--- src/rtl/upload_pkg.sv ---
// -----------------------------------------------------------------------------
// upload_pkg
//  Shared definitions for the ring upload/download path. The flit control codes
//  travel with every flit on the ring, so every upload and download block must
//  agree on them.
//  Contents:
//   CTRL_IDLE / CTRL_HEAD / CTRL_BODY / CTRL_TAIL  2-bit flit control codes
// -----------------------------------------------------------------------------
package upload_pkg;

    localparam logic [1:0] CTRL_IDLE = 2'b00;
    localparam logic [1:0] CTRL_HEAD = 2'b01;
    localparam logic [1:0] CTRL_BODY = 2'b10;
    localparam logic [1:0] CTRL_TAIL = 2'b11;

endpackage : upload_pkg

--- src/rtl/m_upload_serializer_if.sv ---
// -----------------------------------------------------------------------------
// m_upload_serializer_if
//  Bundle of the message-side and flit-side handshake signals of the upload
//  serializer.
//  Signals:
//   msg_in      MSG_W   message payload, flit 0 in the top FLIT_W bits
//   msg_len     CNT_W   flit count minus 1
//   v_msg_in    1       msg_in / msg_len valid
//   msg_in_rdy  1       serializer has a free message slot
//   fifo_rdy    1       ring FIFO can take a flit this cycle
//   flit_out    FLIT_W  current flit
//   v_flit_out  1       flit transfer this cycle
//   ctrl_out    2       idle / head / body / tail code
//   busy        1       at least one message buffered or in flight
//  Modports:
//   slave   the serializer itself
//   master  the environment (message source and ring FIFO)
// -----------------------------------------------------------------------------
interface m_upload_serializer_if #(
    parameter int FLIT_W    = 16,
    parameter int MAX_FLITS = 9
);
    localparam int MSG_W = FLIT_W * MAX_FLITS;
    localparam int CNT_W = $clog2(MAX_FLITS);

    logic [MSG_W-1:0]  msg_in;
    logic [CNT_W-1:0]  msg_len;
    logic              v_msg_in;
    logic              msg_in_rdy;
    logic              fifo_rdy;
    logic [FLIT_W-1:0] flit_out;
    logic              v_flit_out;
    logic [1:0]        ctrl_out;
    logic              busy;

    modport slave (
        input  msg_in, msg_len, v_msg_in, fifo_rdy,
        output msg_in_rdy, flit_out, v_flit_out, ctrl_out, busy
    );

    modport master (
        output msg_in, msg_len, v_msg_in, fifo_rdy,
        input  msg_in_rdy, flit_out, v_flit_out, ctrl_out, busy
    );

endinterface : m_upload_serializer_if

--- src/rtl/msg_slot_fifo.sv ---
// -----------------------------------------------------------------------------
// msg_slot_fifo
//  DEPTH-entry storage for whole messages (payload + clamped length) with
//  wr_ptr / rd_ptr / occupancy count and full / empty flags.
//  The head entry is read combinationally: the serializer must present the
//  first flit of a message in the cycle right after it was written, and the
//  head slot feeds the flit mux directly. DEPTH is small, so this maps to
//  distributed storage rather than a block RAM.
//  DEPTH must be a power of 2 (>= 2) so the pointers wrap for free.
//  Ports:
//   clk, rst   clock and synchronous active-high reset
//   push       write wr_data into slot wr_ptr (ignored when full)
//   wr_data    entry to store
//   pop        release the head slot (ignored when empty)
//   rd_data    head slot contents
//   full       all DEPTH slots occupied
//   empty      no slot occupied
// -----------------------------------------------------------------------------
module msg_slot_fifo #(
    parameter int WIDTH = 148,
    parameter int DEPTH = 2
) (
    input  logic             clk,
    input  logic             rst,
    input  logic             push,
    input  logic [WIDTH-1:0] wr_data,
    input  logic             pop,
    output logic [WIDTH-1:0] rd_data,
    output logic             full,
    output logic             empty
);
    localparam int PTR_W = $clog2(DEPTH);
    localparam logic [PTR_W:0]   CNT_ONE  = (PTR_W+1)'(1);
    localparam logic [PTR_W:0]   CNT_FULL = (PTR_W+1)'(DEPTH);
    localparam logic [PTR_W-1:0] PTR_ONE  = PTR_W'(1);

    logic [WIDTH-1:0] mem [DEPTH];
    logic [PTR_W-1:0] wr_ptr_reg;
    logic [PTR_W-1:0] rd_ptr_reg;
    logic [PTR_W:0]   count_reg;
    logic             do_push;
    logic             do_pop;

    assign full    = (count_reg == CNT_FULL);
    assign empty   = (count_reg == '0);
    assign do_push = push && !full;
    assign do_pop  = pop && !empty;
    assign rd_data = mem[rd_ptr_reg];

    // Payload storage is not reset; the occupancy count alone says what is valid.
    always_ff @(posedge clk) begin
        if (do_push) begin
            mem[wr_ptr_reg] <= wr_data;
        end
    end

    always_ff @(posedge clk) begin
        if (rst) begin
            wr_ptr_reg <= '0;
            rd_ptr_reg <= '0;
            count_reg  <= '0;
        end else begin
            if (do_push) begin
                wr_ptr_reg <= wr_ptr_reg + PTR_ONE;
            end
            if (do_pop) begin
                rd_ptr_reg <= rd_ptr_reg + PTR_ONE;
            end
            // Simultaneous push and pop leaves the occupancy unchanged.
            case ({do_push, do_pop})
                2'b10:   count_reg <= count_reg + CNT_ONE;
                2'b01:   count_reg <= count_reg - CNT_ONE;
                default: count_reg <= count_reg;
            endcase
        end
    end

endmodule : msg_slot_fifo

--- src/rtl/m_upload_serializer.sv ---
// -----------------------------------------------------------------------------
// m_upload_serializer
//  Message-to-flit serializer for the memory-side upload path of the ring
//  communication assist. Buffers up to DEPTH whole messages and emits them
//  flit by flit toward the ring FIFO, tagging each flit head/body/tail.
//  Ports:
//   clk   single clock, rising edge
//   rst   synchronous active-high reset; drops all buffered messages
//   bus   m_upload_serializer_if.slave: message input handshake, flit output
//         handshake, ctrl code and busy flag
//  Parameters: FLIT_W (flit width), MAX_FLITS (flits per message),
//  DEPTH (message slots, power of 2, >= 2).
// -----------------------------------------------------------------------------
module m_upload_serializer
    import upload_pkg::*;
#(
    parameter int FLIT_W    = 16,
    parameter int MAX_FLITS = 9,
    parameter int DEPTH     = 2
) (
    input logic                   clk,
    input logic                   rst,
    m_upload_serializer_if.slave  bus
);
    localparam int MSG_W  = FLIT_W * MAX_FLITS;
    localparam int CNT_W  = $clog2(MAX_FLITS);
    localparam int SLOT_W = MSG_W + CNT_W;
    localparam logic [CNT_W-1:0] LAST_IDX = CNT_W'(MAX_FLITS - 1);
    localparam logic [CNT_W-1:0] CNT_ONE  = CNT_W'(1);

    logic [CNT_W-1:0]  len_clamped;
    logic [SLOT_W-1:0] head_slot;
    logic [MSG_W-1:0]  head_msg;
    logic [CNT_W-1:0]  head_len;
    logic              full;
    logic              empty;
    logic              push;
    logic              xfer;
    logic              is_tail;
    logic              pop;
    logic [CNT_W-1:0]  sel_cnt_reg;
    logic [CNT_W-1:0]  sel_cnt_next;
    logic [FLIT_W-1:0] flits [MAX_FLITS];
    logic [FLIT_W-1:0] cur_flit;
    logic [1:0]        ctrl;

    // Oversized lengths are clamped so sel_cnt can never run past the payload.
    assign len_clamped = (bus.msg_len > LAST_IDX) ? LAST_IDX : bus.msg_len;
    assign push        = bus.v_msg_in && !full;

    msg_slot_fifo #(
        .WIDTH (SLOT_W),
        .DEPTH (DEPTH)
    ) u_slots (
        .clk     (clk),
        .rst     (rst),
        .push    (push),
        .wr_data ({bus.msg_in, len_clamped}),
        .pop     (pop),
        .rd_data (head_slot),
        .full    (full),
        .empty   (empty)
    );

    assign head_msg = head_slot[SLOT_W-1 -: MSG_W];
    assign head_len = head_slot[CNT_W-1:0];

    // Flit k of the head message sits at MSG_W-1-k*FLIT_W.
    generate
        for (genvar gi = 0; gi < MAX_FLITS; gi++) begin : g_flit
            assign flits[gi] = head_msg[MSG_W-1-gi*FLIT_W -: FLIT_W];
        end
    endgenerate

    always_comb begin
        cur_flit = '0;
        for (int k = 0; k < MAX_FLITS; k++) begin
            if (sel_cnt_reg == CNT_W'(k)) begin
                cur_flit = flits[k];
            end
        end
    end

    assign xfer    = !empty && bus.fifo_rdy;
    assign is_tail = (sel_cnt_reg == head_len);
    assign pop     = xfer && is_tail;

    // Tail wins over head, so a single-flit message goes out as a tail.
    always_comb begin
        ctrl = CTRL_IDLE;
        if (xfer) begin
            if (is_tail) begin
                ctrl = CTRL_TAIL;
            end else if (sel_cnt_reg == '0) begin
                ctrl = CTRL_HEAD;
            end else begin
                ctrl = CTRL_BODY;
            end
        end
    end

    always_comb begin
        sel_cnt_next = sel_cnt_reg;
        if (xfer) begin
            sel_cnt_next = is_tail ? '0 : sel_cnt_reg + CNT_ONE;
        end
    end

    always_ff @(posedge clk) begin
        if (rst) begin
            sel_cnt_reg <= '0;
        end else begin
            sel_cnt_reg <= sel_cnt_next;
        end
    end

    // Readiness comes from registered occupancy only; no path from fifo_rdy.
    assign bus.msg_in_rdy = !full;
    assign bus.v_flit_out = xfer;
    assign bus.flit_out   = empty ? '0 : cur_flit;
    assign bus.ctrl_out   = ctrl;
    assign bus.busy       = !empty;

endmodule : m_upload_serializer

--- src/flat_wrapper.sv ---
// flat-port wrapper written by rule: the top's interface ports become plain ports
module m_upload_serializer_flat import upload_pkg::*;
#(
    parameter int FLIT_W    = 16,
    parameter int MAX_FLITS = 9,
    parameter int DEPTH     = 2
)
  (clk, rst, bus_msg_in, bus_msg_len, bus_v_msg_in, bus_fifo_rdy, bus_msg_in_rdy, bus_flit_out, bus_v_flit_out, bus_ctrl_out, bus_busy);
  m_upload_serializer_if #(.FLIT_W(FLIT_W), .MAX_FLITS(MAX_FLITS)) bus_i ();
  input logic clk;
  input logic rst;
  input wire logic [$bits(bus_i.msg_in)-1:0] bus_msg_in;
  input wire logic [$bits(bus_i.msg_len)-1:0] bus_msg_len;
  input wire logic [$bits(bus_i.v_msg_in)-1:0] bus_v_msg_in;
  input wire logic [$bits(bus_i.fifo_rdy)-1:0] bus_fifo_rdy;
  output wire logic [$bits(bus_i.msg_in_rdy)-1:0] bus_msg_in_rdy;
  output wire logic [$bits(bus_i.flit_out)-1:0] bus_flit_out;
  output wire logic [$bits(bus_i.v_flit_out)-1:0] bus_v_flit_out;
  output wire logic [$bits(bus_i.ctrl_out)-1:0] bus_ctrl_out;
  output wire logic [$bits(bus_i.busy)-1:0] bus_busy;
  assign bus_i.msg_in = bus_msg_in;
  assign bus_i.msg_len = bus_msg_len;
  assign bus_i.v_msg_in = bus_v_msg_in;
  assign bus_i.fifo_rdy = bus_fifo_rdy;
  assign bus_msg_in_rdy = bus_i.msg_in_rdy;
  assign bus_flit_out = bus_i.flit_out;
  assign bus_v_flit_out = bus_i.v_flit_out;
  assign bus_ctrl_out = bus_i.ctrl_out;
  assign bus_busy = bus_i.busy;
  m_upload_serializer #(.FLIT_W(FLIT_W), .MAX_FLITS(MAX_FLITS), .DEPTH(DEPTH)) u_core (.clk(clk), .rst(rst), .bus(bus_i));
endmodule
--- config.mk ---
export PLATFORM = sky130hd
export DESIGN_NAME = m_upload_serializer_flat
export DESIGN_NICKNAME = d
export VERILOG_FILES = /design/src/rtl/upload_pkg.sv /design/src/rtl/m_upload_serializer_if.sv /design/src/rtl/msg_slot_fifo.sv /design/src/rtl/m_upload_serializer.sv /design/src/flat_wrapper.sv
export SDC_FILE = /design/constraint.sdc
export NUM_CORES = 1
export LEC_CHECK = 0
export BUFFER_PORTS_ARGS = -buffer_cell sky130_fd_sc_hd__buf_2
export CAP_MARGIN = 5
export CORE_MARGIN = 2
export CORE_UTILIZATION = 57
export CTS_CLUSTER_DIAMETER = 60
export DETAILED_ROUTE_END_ITERATION = 10
export PLACE_DENSITY = 0.9
export SLEW_MARGIN = 20
export SYNTH_ARGS = -nofsm -noshare
export SYNTH_HDL_FRONTEND = slang
export SYNTH_SLANG_ARGS = --single-unit
--- constraint.sdc ---
create_clock -name clk -period 11.3 [get_ports clk]
set_clock_uncertainty 0.2 [all_clocks]
set_input_delay 2.26 -clock clk [delete_from_list [all_inputs] [get_ports clk]]
set_output_delay 2.26 -clock clk [all_outputs]
set_load 0.05 [all_outputs]
==> flow_metrics.env <==
export IMPL_die_height_um=152
export IMPL_ys_seq_area_frac=0.725
export IMPL_path_cells="buf_4 > buf_4 > nor2b_1 > a211oi_1 > inv_1 > a32oi_1 > o41ai_2 > buf_2"
export IMPL_ctsResizeCount=0
export IMPL_setup_violations=0
export IMPL_drtIter0Drc=675
export IMPL_vdd_drop_max_uv=166
export IMPL_ys_ff_latch=305
export IMPL_internal_power_mw=2.07
export IMPL_start_util=0.577
export IMPL_synth_cell_types=43
export IMPL_start_kind="flop"
export IMPL_synth_edf_count=296
export IMPL_cp_slowest_stage_delay_ps=750
export IMPL_maxSlewViolCount=0
export IMPL_finalSetupTns_ps=0
export IMPL_worstPathRequired_ps=8840
export IMPL_syn_inst=742
export IMPL_clock_path_buffers=3
export IMPL_crit_family="buffers and inverters"
export IMPL_min_period_ps=6490
export IMPL_die_w_um=152
export IMPL_cts_sinks=305
export IMPL_crit_path_top_delay_cell="dfxtp_4"
export IMPL_ys_warn_count=0
export IMPL_worstMarginPinSlew_ps=1060
export IMPL_grt_max_degree=85
export IMPL_synth_nets=899
export IMPL_power_frac_seq=0.505
export IMPL_clk_pin_slew_ps=60
export IMPL_p_comb_frac=0.121
export IMPL_synth_flop_cell="edfxtp_1"
export IMPL_critical_path_most_common_cell="buf_4"
export IMPL_yosys_area_top_type="edfxtp_1"
export IMPL_synthTopCellsByCount="edfxtp_1, mux2i_1, o22ai_1"
export IMPL_setup_ws_ps=4810
export IMPL_grt_overflow=0
export IMPL_synthTopCellsByArea="edfxtp_1, mux2i_1, a211oi_1"
export IMPL_antenna_found_initial=10
export IMPL_port_buffers=172
export IMPL_p_per_area_mw_per_mm2=187
export IMPL_holdWs_ps=328
export IMPL_power_switching_uw=662
export IMPL_synthArstFlopShare=0
export IMPL_cts_tree="built"
export IMPL_cts_buffers=30
export IMPL_drive_gt1_frac=0.281
export IMPL_avgSynthCellArea_um2=16.9
export IMPL_cts_max_level=1
export IMPL_wl_mm=26.5
export IMPL_p_leak_nw=4.91
export IMPL_critPathArrivalTime_ps=4030
export IMPL_wl_per_cell_um=21.7
export IMPL_clkLatencyLatePin_ps=540
export IMPL_synth_area_mm2=0.0125
export IMPL_maxSlewHeadroom=0.291
export IMPL_area_growth_pct=16.9
export IMPL_nets=1065
export IMPL_hold_class="reg -> reg"
export IMPL_cts_setup_buffers=0
export IMPL_synth_top_area_share=0.710
export IMPL_die_area_mm2=0.0232
export IMPL_hpwl_mm=17.0
export IMPL_yosysMostFrequentCell="edfxtp_1"
export IMPL_rsz0062_at_grt="no"
export IMPL_drt_pass1_iterations=5
export IMPL_drv_cap=0
export IMPL_route_detailed_drc=0
export IMPL_coreArea_mm2=0.0217
export IMPL_vias=7235
export IMPL_p_sw_frac=0.242
export IMPL_endpoint_kind="output pin"
export IMPL_hold_viol_final=0
export IMPL_grt_total_usage=0.221
export IMPL_final_fill_count=1424
export IMPL_root_buffer="clkbuf_16"
export IMPL_largest_reg_flops=296
export IMPL_stdcell_area_mm2=0.0146
export IMPL_grt_pass1_vias=7200
export IMPL_place_ws_ps=5310
export IMPL_io_pins=173
export IMPL_finalCritPeriodShare=0.574
export IMPL_criticalPathCategory="reg -> out"
export IMPL_status="finished, final reports clean"
export IMPL_hold_buffers=0
export IMPL_antenna_left=0
export IMPL_std_cell_rows=54
export IMPL_grt_pass1_wl_mm=39.9
export IMPL_dpl_cell_area_mm2=0.0136
export IMPL_finalPower_mw=2.73
export IMPL_clkPwrFrac=0.373
export IMPL_max_freq_ghz=0.154
export IMPL_cp_max_fo=47
export IMPL_place_gp_congestion=0.802
export IMPL_timing_critical_path_buf_inv=4
export IMPL_vias_per_cell=5.92
==> path summary, 6_finish.rpt <==
path / from / endpoint / slack [ps] / cells after the start
setup / recovery: flop / bus_flit_out[1] / 4810 / 8
hold / removal: u_core.u_slots.count_reg[1]$_SDFFE_PP0P_ / u_core.u_slots.count_reg[1]$_SDFFE_PP0P_ / 330 / 2
setup reg to reg: flop / u_core.u_slots.count_reg[1]$_SDFFE_PP0P_ / 7670 / 8
hold reg to reg: u_core.u_slots.count_reg[1]$_SDFFE_PP0P_ / u_core.u_slots.count_reg[1]$_SDFFE_PP0P_ / 330 / 2
==> placed cells by master, fill, tap and decap left out, types with 4 or more instances in the layout <==
cell,n
edfxtp_1,296
buf_2,172
mux2i_1,131
o22ai_1,36
a211oi_1,31
clkbuf_16,31
nor2b_1,21
o21ai_0,19
nor2_1,19
inv_1,18
a22o_1,15
a32oi_1,15
o22ai_2,11
diode_2,10
o41ai_2,10
clkinv_1,9
buf_4,9
nand2_1,8
dfxtp_1,8
clkinv_2,6
xnor2_1,5
xor2_1,5
o41ai_1,5
ha_1,5
bufinv_16,5
mux2_2,4
nor3_1,4
==> worst reg2reg max path: stages (launching register included) <==
cell	delay (ps)
dfxtp_4	750
buf_4	730
mux2i_1	400
xor2_1	160
nand3_1	130
nor3_4	340
ha_1	340
or3_1	360
a21oi_1	140
==> cell type report <==
| cell class | count | area (um2) | area share |
|---|---|---|---|
| Timing Repair Buffer | 182 | 940 | 0.0642 |
| Clock buffer | 31 | 776 | 0.0530 |
| Clock inverter | 25 | 255 | 0.0175 |
| Multi-Input combinational cell | 371 | 3140 | 0.215 |
| Tap cell | 280 | 350 | 0.0240 |
| Sequential cell | 305 | 9070 | 0.620 |
| Antenna cell | 10 | 25.0 | 0.00171 |
| Inverter | 18 | 67.6 | 0.00462 |
==> power by group through the flow <==
stage / sequential (mW) / combinational [mW] / clock [mW]
after global routing: 1.38 / 0.354 / 1.08
after floorplan: 1.41 / 0.226 / 0
after global placement: 1.40 / 0.322 / 0
final: 1.38 / 0.332 / 1.02
after CTS: 1.38 / 0.331 / 1.03
after detailed placement: 1.40 / 0.330 / 0
==> layer usage <==
metal / vias up / track usage / wire [um]
li1: 3325 / - / -
met1: 3554 / 0.304 / 10900
met2: 306 / 0.355 / 13100
met3: 50 / 0.0412 / 1830
met4: 0 / 0.0890 / 661
met5: - / 0 / 0
==> kinds of logic (layout without fill, tap and decap cells) <==
family          Yosys count  in the layout  synth area share
compound gates          151            151            0.0983
xor+xnor                 10             10           0.00700
fa+ha+maj                 5              5           0.00500
buf+inv                  66            256            0.0253
flops                   305            305             0.725
mux                     135            135             0.108
other cells               0             10                 0
simple gates             70             70            0.0312
==> per-stage QoR <==
step                std cells  utilization
global route             1222        0.674
global placement         1156        0.625
finish                   1222        0.674
CTS                      1212        0.673
floorplan                 742            -
detailed placement       1156        0.625
Power figures use the tool's default switching activity.
